==> src/rtl/neighbor_min_scan.sv <==
// neighbor_min_scan: sequential four-neighbour minimum scan for the maze solver.
// Reads the N/E/S/W neighbour energies from the map RAM one per cycle,
// masks walled/off-board directions and keeps the strictly-smallest value
// (earlier direction wins ties). Fixed six-cycle latency from accepted start.
module neighbor_min_scan #(
    parameter int         MAP_W   = 16,
    parameter logic [6:0] UNREACH = 7'h7F
) (
    input  logic       m_clock,
    input  logic       p_reset,
    input  logic       start,
    input  logic [3:0] cur_x,
    input  logic [3:0] cur_y,
    input  logic [3:0] walls,
    output logic       map_rd,
    output logic [7:0] map_addr,
    input  logic [6:0] map_data,
    output logic       busy,
    output logic       done,
    output logic [6:0] best_ene,
    output logic [6:0] best_dir,
    output logic       no_path
);

    localparam logic [3:0] EDGE_C = 4'(MAP_W - 1);

    typedef enum logic [1:0] {
        ST_IDLE  = 2'd0,
        ST_SCAN  = 2'd1,
        ST_FLUSH = 2'd2,
        ST_DONE  = 2'd3
    } state_t;

    state_t     state_r;
    state_t     state_s;
    logic [1:0] idx_r;
    logic [3:0] x_r;
    logic [3:0] y_r;
    logic [3:0] open_r;
    logic [6:0] acc_ene_r;
    logic [6:0] acc_dir_r;

    logic       accept_s;
    logic [3:0] open_in_s;
    logic       cmp_en_s;
    logic [1:0] cmp_idx_s;
    logic [6:0] cand_s;
    logic [6:0] acc_ene_s;
    logic [6:0] acc_dir_s;

    // Open mask, slot order N,E,S,W in bits 0..3; walls arrive as {N,E,S,W}.
    function automatic logic [3:0] open_dirs(input logic [3:0] x, input logic [3:0] y,
                                             input logic [3:0] w);
        logic [3:0] o;
        o[0] = !w[3] && (y != EDGE_C);
        o[1] = !w[2] && (x != EDGE_C);
        o[2] = !w[1] && (y != 4'd0);
        o[3] = !w[0] && (x != 4'd0);
        return o;
    endfunction

    // RAM address {y,x} of the neighbour in slot k.
    function automatic logic [7:0] nbr_addr(input logic [3:0] x, input logic [3:0] y,
                                            input logic [1:0] k);
        logic [7:0] a;
        case (k)
            2'd0:    a = {y + 4'd1, x};
            2'd1:    a = {y, x + 4'd1};
            2'd2:    a = {y - 4'd1, x};
            2'd3:    a = {y, x - 4'd1};
            default: a = 8'd0;
        endcase
        return a;
    endfunction

    // One-hot direction code consumed by the downstream min selector.
    function automatic logic [6:0] dir_code(input logic [1:0] k);
        logic [6:0] d;
        case (k)
            2'd0:    d = 7'h01;
            2'd1:    d = 7'h02;
            2'd2:    d = 7'h04;
            2'd3:    d = 7'h08;
            default: d = 7'h00;
        endcase
        return d;
    endfunction

    // Next-state logic: fixed walk IDLE -> SCAN x4 -> FLUSH -> DONE -> IDLE.
    always_comb begin
        state_s  = state_r;
        accept_s = 1'b0;
        case (state_r)
            ST_IDLE: begin
                if (start) begin
                    state_s  = ST_SCAN;
                    accept_s = 1'b1;
                end else begin
                    state_s = ST_IDLE;
                end
            end
            ST_SCAN: begin
                if (idx_r == 2'd3) begin
                    state_s = ST_FLUSH;
                end else begin
                    state_s = ST_SCAN;
                end
            end
            ST_FLUSH: state_s = ST_DONE;
            ST_DONE:  state_s = ST_IDLE;
            default:  state_s = ST_IDLE;
        endcase
    end

    // Read strobe follows the current slot's open bit; no strobe outside SCAN.
    always_comb begin
        map_rd = 1'b0;
        if (state_r == ST_SCAN) begin
            map_rd = open_r[idx_r];
        end else begin
            map_rd = 1'b0;
        end
    end

    // Compare the previous slot's candidate (RAM data lags the strobe by one cycle).
    always_comb begin
        open_in_s = open_dirs(cur_x, cur_y, walls);
        cmp_en_s  = ((state_r == ST_SCAN) && (idx_r != 2'd0)) || (state_r == ST_FLUSH);
        cmp_idx_s = (state_r == ST_FLUSH) ? 2'd3 : (idx_r - 2'd1);
        cand_s    = open_r[cmp_idx_s] ? map_data : UNREACH;
        acc_ene_s = acc_ene_r;
        acc_dir_s = acc_dir_r;
        if (cmp_en_s && (cand_s < acc_ene_r)) begin
            acc_ene_s = cand_s;
            acc_dir_s = dir_code(cmp_idx_s);
        end else begin
            acc_ene_s = acc_ene_r;
            acc_dir_s = acc_dir_r;
        end
    end

    // State, slot index, latched cell context and accumulator.
    always_ff @(posedge m_clock or negedge p_reset) begin
        if (!p_reset) begin
            state_r   <= ST_IDLE;
            idx_r     <= 2'd0;
            x_r       <= 4'd0;
            y_r       <= 4'd0;
            open_r    <= 4'd0;
            acc_ene_r <= UNREACH;
            acc_dir_r <= 7'd0;
        end else begin
            state_r <= state_s;
            if (accept_s) begin
                idx_r     <= 2'd0;
                x_r       <= cur_x;
                y_r       <= cur_y;
                open_r    <= open_in_s;
                acc_ene_r <= UNREACH;
                acc_dir_r <= 7'd0;
            end else begin
                if (state_r == ST_SCAN) begin
                    idx_r <= idx_r + 2'd1;
                end
                acc_ene_r <= acc_ene_s;
                acc_dir_r <= acc_dir_s;
            end
        end
    end

    // Registered address: preload the next open slot's neighbour, else hold.
    always_ff @(posedge m_clock or negedge p_reset) begin
        if (!p_reset) begin
            map_addr <= 8'd0;
        end else if (accept_s) begin
            if (open_in_s[0]) begin
                map_addr <= nbr_addr(cur_x, cur_y, 2'd0);
            end
        end else if ((state_r == ST_SCAN) && (idx_r != 2'd3)) begin
            if (open_r[idx_r + 2'd1]) begin
                map_addr <= nbr_addr(x_r, y_r, idx_r + 2'd1);
            end
        end
    end

    // Registered status and result outputs; result loads with the final compare.
    always_ff @(posedge m_clock or negedge p_reset) begin
        if (!p_reset) begin
            busy     <= 1'b0;
            done     <= 1'b0;
            best_ene <= UNREACH;
            best_dir <= 7'd0;
            no_path  <= 1'b0;
        end else begin
            busy <= (state_s != ST_IDLE);
            done <= (state_s == ST_DONE);
            if (state_r == ST_FLUSH) begin
                best_ene <= acc_ene_s;
                best_dir <= acc_dir_s;
                no_path  <= (acc_dir_s == 7'd0);
            end
        end
    end

endmodule

==> config.mk <==
export PLATFORM = sky130hd
export DESIGN_NAME = neighbor_min_scan
export DESIGN_NICKNAME = d
export VERILOG_FILES = /design/src/rtl/neighbor_min_scan.sv
export SDC_FILE = /design/constraint.sdc
export NUM_CORES = 1
export LEC_CHECK = 0
export BUFFER_PORTS_ARGS = -buffer_cell sky130_fd_sc_hd__buf_4
export CAP_MARGIN = 20
export CORE_UTILIZATION = 32
export CTS_CLUSTER_DIAMETER = 40
export DETAILED_ROUTE_END_ITERATION = 8
export GPL_ROUTABILITY_DRIVEN = 0
export PLACE_DENSITY = 0.51
export SYNTH_ARGS = -nofsm -noshare
export SYNTH_HDL_FRONTEND = slang
export SYNTH_SLANG_ARGS = --single-unit
==> constraint.sdc <==
create_clock -name m_clock -period 7.6 [get_ports m_clock]
set_clock_uncertainty 0.2 [all_clocks]
set_input_delay 0.76 -clock m_clock [delete_from_list [all_inputs] [get_ports m_clock]]
set_output_delay 0.76 -clock m_clock [all_outputs]
set_load 0.02 [all_outputs]
==> impl_summary.log <==
[metrics] mean instance size in the synthesized netlist: 9.37 um2
[metrics] clock root cell: sky130_fd_sc_hd__clkbuf_8
[metrics] count of nets after finishing: 406
[metrics] maximum capacitance violations: 0
[metrics] achievable clock frequency: 226 MHz
[metrics] worst hold margin: 289 ps
[metrics] CTS H-tree depth: 2
[metrics] routed via count divided by cell count: 4.94
[metrics] accumulated negative setup slack: 0 ps
[metrics] critical path's slowest cell: sky130_fd_sc_hd__dfrtp_1
[metrics] run status: complete, no violations
[metrics] Resized Gates After CTS: 0
[metrics] TritonCTS clock tree: built
[metrics] Arrival @ worst endpoint: 4470 ps
[metrics] length of routed met2 wiring: 3.25 mm
[metrics] Yosys warnings: 0
[metrics] met1 routed wirelength after detailed routing: 3.49 mm
[metrics] average wire per standard cell: 14.1 um
[metrics] critical path start-end classification: flip-flop to flip-flop
[metrics] primary flip-flop cell chosen by synthesis mapping: sky130_fd_sc_hd__dfrtp_1
[metrics] clock slew at the register clock pins of the worst setup and hold paths: 100 ps
[metrics] worst supply voltage drop on vdd: 0.186 mV
[metrics] Final Critical Period: 4430 ps
[metrics] Filler Cell Count: 967
[metrics] number of port buffers: 47
[metrics] maximum single-stage delay on the critical path: 550 ps
[metrics] beginning of the worst hold path: map_addr[2]
[metrics] detailed route wirelength on metal3: 169 um
[metrics] cell row count: 35
[metrics] top cell type by total area after synthesis: sky130_fd_sc_hd__dfrtp_1
[metrics] Most Frequent Cell on Critical Path: sky130_fd_sc_hd__or3_1
[metrics] number of enable flip-flop cells after synthesis: 0
[metrics] number of antenna violations at the first check in global routing: 0
[metrics] P per Cell Area: 478 nW/um2
[metrics] max-slew violation total from the final report: 0
[metrics] final-report hold violation count: 0
[metrics] total gr overflow: 0
[metrics] total clock buffers created by CTS: 5
[metrics] chain of cells forming the critical path: nand2b_4, clkinv_1, o21ai_0, and3_1, or2_2, ha_1, a211oi_1, nor2_1, or3_1, or3_1, o32a_1
[metrics] number of instances in the synthesized netlist: 331
[metrics] Core Area: 9330 um2
[metrics] sequential-to-total area share from yosys stat: 0.450
[metrics] top routing layer in use: met4
[metrics] insertion delay to the later sink of the worst-skew pair: 310 ps
[metrics] top area cells in the synthesized netlist: sky130_fd_sc_hd__dfrtp_1 33%, sky130_fd_sc_hd__dfstp_2 12%, sky130_fd_sc_hd__ha_1 6.5%
[metrics] number of endpoints failing setup at the final stage: 0
[metrics] number of clock sinks: 55
[metrics] standby leakage power: 1.69 nW
[metrics] number of distinct library cells after synthesis: 47
[metrics] HPWL reported at the end of detailed placement: 5.00 mm
[metrics] remaining number of nets flagged by the antenna check after routing: 0
[metrics] FFs w/ async S/R, synth: 1.00
[metrics] vias in the first global route: 2367
[metrics] Worst Tran Pin Value: 798 ps
[metrics] unrepaired setup endpoints after global routing: false
[metrics] net count after synthesis: 371
[metrics] Setup Fix Bufs, Post-CTS: 0
[metrics] share of the cycle needed by the critical path after routing: 0.583
[metrics] global-route wire length before repair: 11.7 mm
[metrics] synth-to-layout area growth: 18.4%
[metrics] drc violations: 0
[metrics] FF+latch count, synth: 55
[metrics] startpoint of the lowest-slack register-to-register path: state_r[0]
[metrics] Slew HR: 0.468
[metrics] count of hold-fix buffers inserted at cts: 0
[metrics] DRT Pass-1 Iters: 4
[metrics] iteration-0 DRC count of the detailed router: 102
[metrics] via total after detailed routing: 2449
[metrics] Critical Path Source Type: flip-flop
[metrics] Hold Path Class: flip-flop to flip-flop
[metrics] DIE AREA: 10100 um2
[metrics] launch point of the worst path: state_r[0]
[metrics] number of diodes added for antenna fixing: 0
[metrics] wirelength, routed: 6.99 mm
[metrics] height of the die: 100 um
[metrics] crit-path leading delay family: simple AND/OR/NAND/NOR gates
[metrics] overall track demand over capacity in global routing: 0.147
[metrics] pin count of the biggest net entering global routing: 56
[metrics] die boundary width: 100 um
[metrics] Bufs and invs on worst path: 1
[metrics] proportion of layout cells with a drive suffix above 1: 0.240
[metrics] Initial Utilization: 0.332
[metrics] proportion of netlist area held by the largest area contributor: 0.331
[metrics] buffers from clock root to sink, at most: 2
[metrics] count of pins on the block boundary: 48
[metrics] summed instance area of the synthesized netlist: 3100 um2
[metrics] Crit Path Max Fanout: 32
[metrics] Data required, critical path: 7640 ps
[metrics] Setup crit end kind: flip-flop
worst register-to-register path, stage by stage, from the launching register on:
cell and delay (ps):
sky130_fd_sc_hd__dfrtp_1 550, sky130_fd_sc_hd__nand2b_4 410, sky130_fd_sc_hd__clkinv_1 510, sky130_fd_sc_hd__o21ai_0 280, sky130_fd_sc_hd__and3_1 450, sky130_fd_sc_hd__or2_2 190, sky130_fd_sc_hd__ha_1 240, sky130_fd_sc_hd__a211oi_1 240
sky130_fd_sc_hd__nor2_1 100, sky130_fd_sc_hd__or3_1 500, sky130_fd_sc_hd__or3_1 490, sky130_fd_sc_hd__o32a_1 220
state kept, by name, summed over array words and instances (netlist names):
name and flops:
done 1, acc_dir_r 7, best_dir 7, best_ene 7, map_addr 8, busy 1, no_path 1, idx_r 2
open_r 4, y_r 4, state_r 2, x_r 4, acc_ene_r 7
layout by cell type, fill, tap and decap left out, drive strengths merged, types with 8 or more instances in the layout:
| cell | n |
|---|---|
| nor3 | 12 |
| inv | 16 |
| buf | 48 |
| dfstp | 14 |
| or3 | 9 |
| nor2 | 22 |
| ha | 16 |
| a21oi | 8 |
| o21ai | 27 |
| dfrtp | 41 |
| nand2 | 52 |
| a211oi | 10 |
Yosys cell counts, drive strengths merged, types with 2 or more instances:
cell / number
dfrtp: 41
ha: 16
o21ai: 27
mux4: 2
o211ai: 3
o21bai: 2
fa: 2
nand3: 6
nor2: 22
o31ai: 3
inv: 16
dfstp: 14
nand2: 52
and2: 3
nor2b: 2
nand2b: 2
a22o: 3
a21o: 2
or3: 9
nor4: 3
and3: 5
mux2: 4
or2: 7
clkbuf: 14
o21a: 3
mux2i: 5
a21oi: 8
a211oi: 10
buf: 6
xor2: 7
nor3: 12
o32a: 6
nand4: 3
layer usage:
metal	global-route usage	up-vias
li1	-	1227
met1	0.209	1183
met2	0.234	33
met3	0.0216	6
met4	0.0401	0
met5	0	-
power breakdown:
part           switching (mW)  leakage, nW  internal [mW]  total (mW)
Sequential              0.105        0.669          0.434       0.539
Combinational           0.581        0.958          0.404       0.985
Clock                  0.0984       0.0644          0.131       0.230
Total                   0.785         1.69          0.969        1.75
logic make-up (layout without fill, tap and decap cells):
family	after synthesis	count (layout)	synth area share
AND/OR/NAND/NOR	132	132	0.208
AO/OA/AOI/OAI	71	71	0.150
flip-flops	55	55	0.450
buffers and inverters	37	73	0.0500
adder cells (fa/ha/maj)	18	18	0.0775
multiplexers	11	11	0.0452
XOR/XNOR	7	7	0.0198
through the flow:
step           cell area, um2  power, mW  std cells   util  setup slack, ps
2_1_floorplan            3100       1.28        331      -             3520
3_3_place_gp             3540       1.53        488  0.379             3320
3_5_place_dp             3540       1.54        488  0.379             3190
4_1_cts                  3670       1.78        496  0.394             3160
5_1_grt                  3670       1.93        496  0.394             2800
6_report                 3670       1.75        496  0.394             3170
path summary, 6_finish.rpt:
kind	slack, ps	end	cells past startpoint
setup reg to reg	3170	acc_ene_r[5]	11
min in group asynchronous	300	best_dir[5]	1
max in group asynchronous	6440	open_r[3]	1
setup / recovery	3170	acc_ene_r[5]	11
hold reg to reg	290	map_addr[2]	2
hold / removal	290	map_addr[2]	2
final cells by class:
cell class / instances / area [um2] / area share
Clock buffer: 5 / 68.8 / 0.0187
Clock inverter: 3 / 67.6 / 0.0184
Inverter: 17 / 63.8 / 0.0174
Multi-Input combinational cell: 239 / 1560 / 0.424
Sequential cell: 55 / 1390 / 0.380
Tap cell: 129 / 161 / 0.0440
Timing Repair Buffer: 48 / 360 / 0.0981
Power figures use the tool's default switching activity.
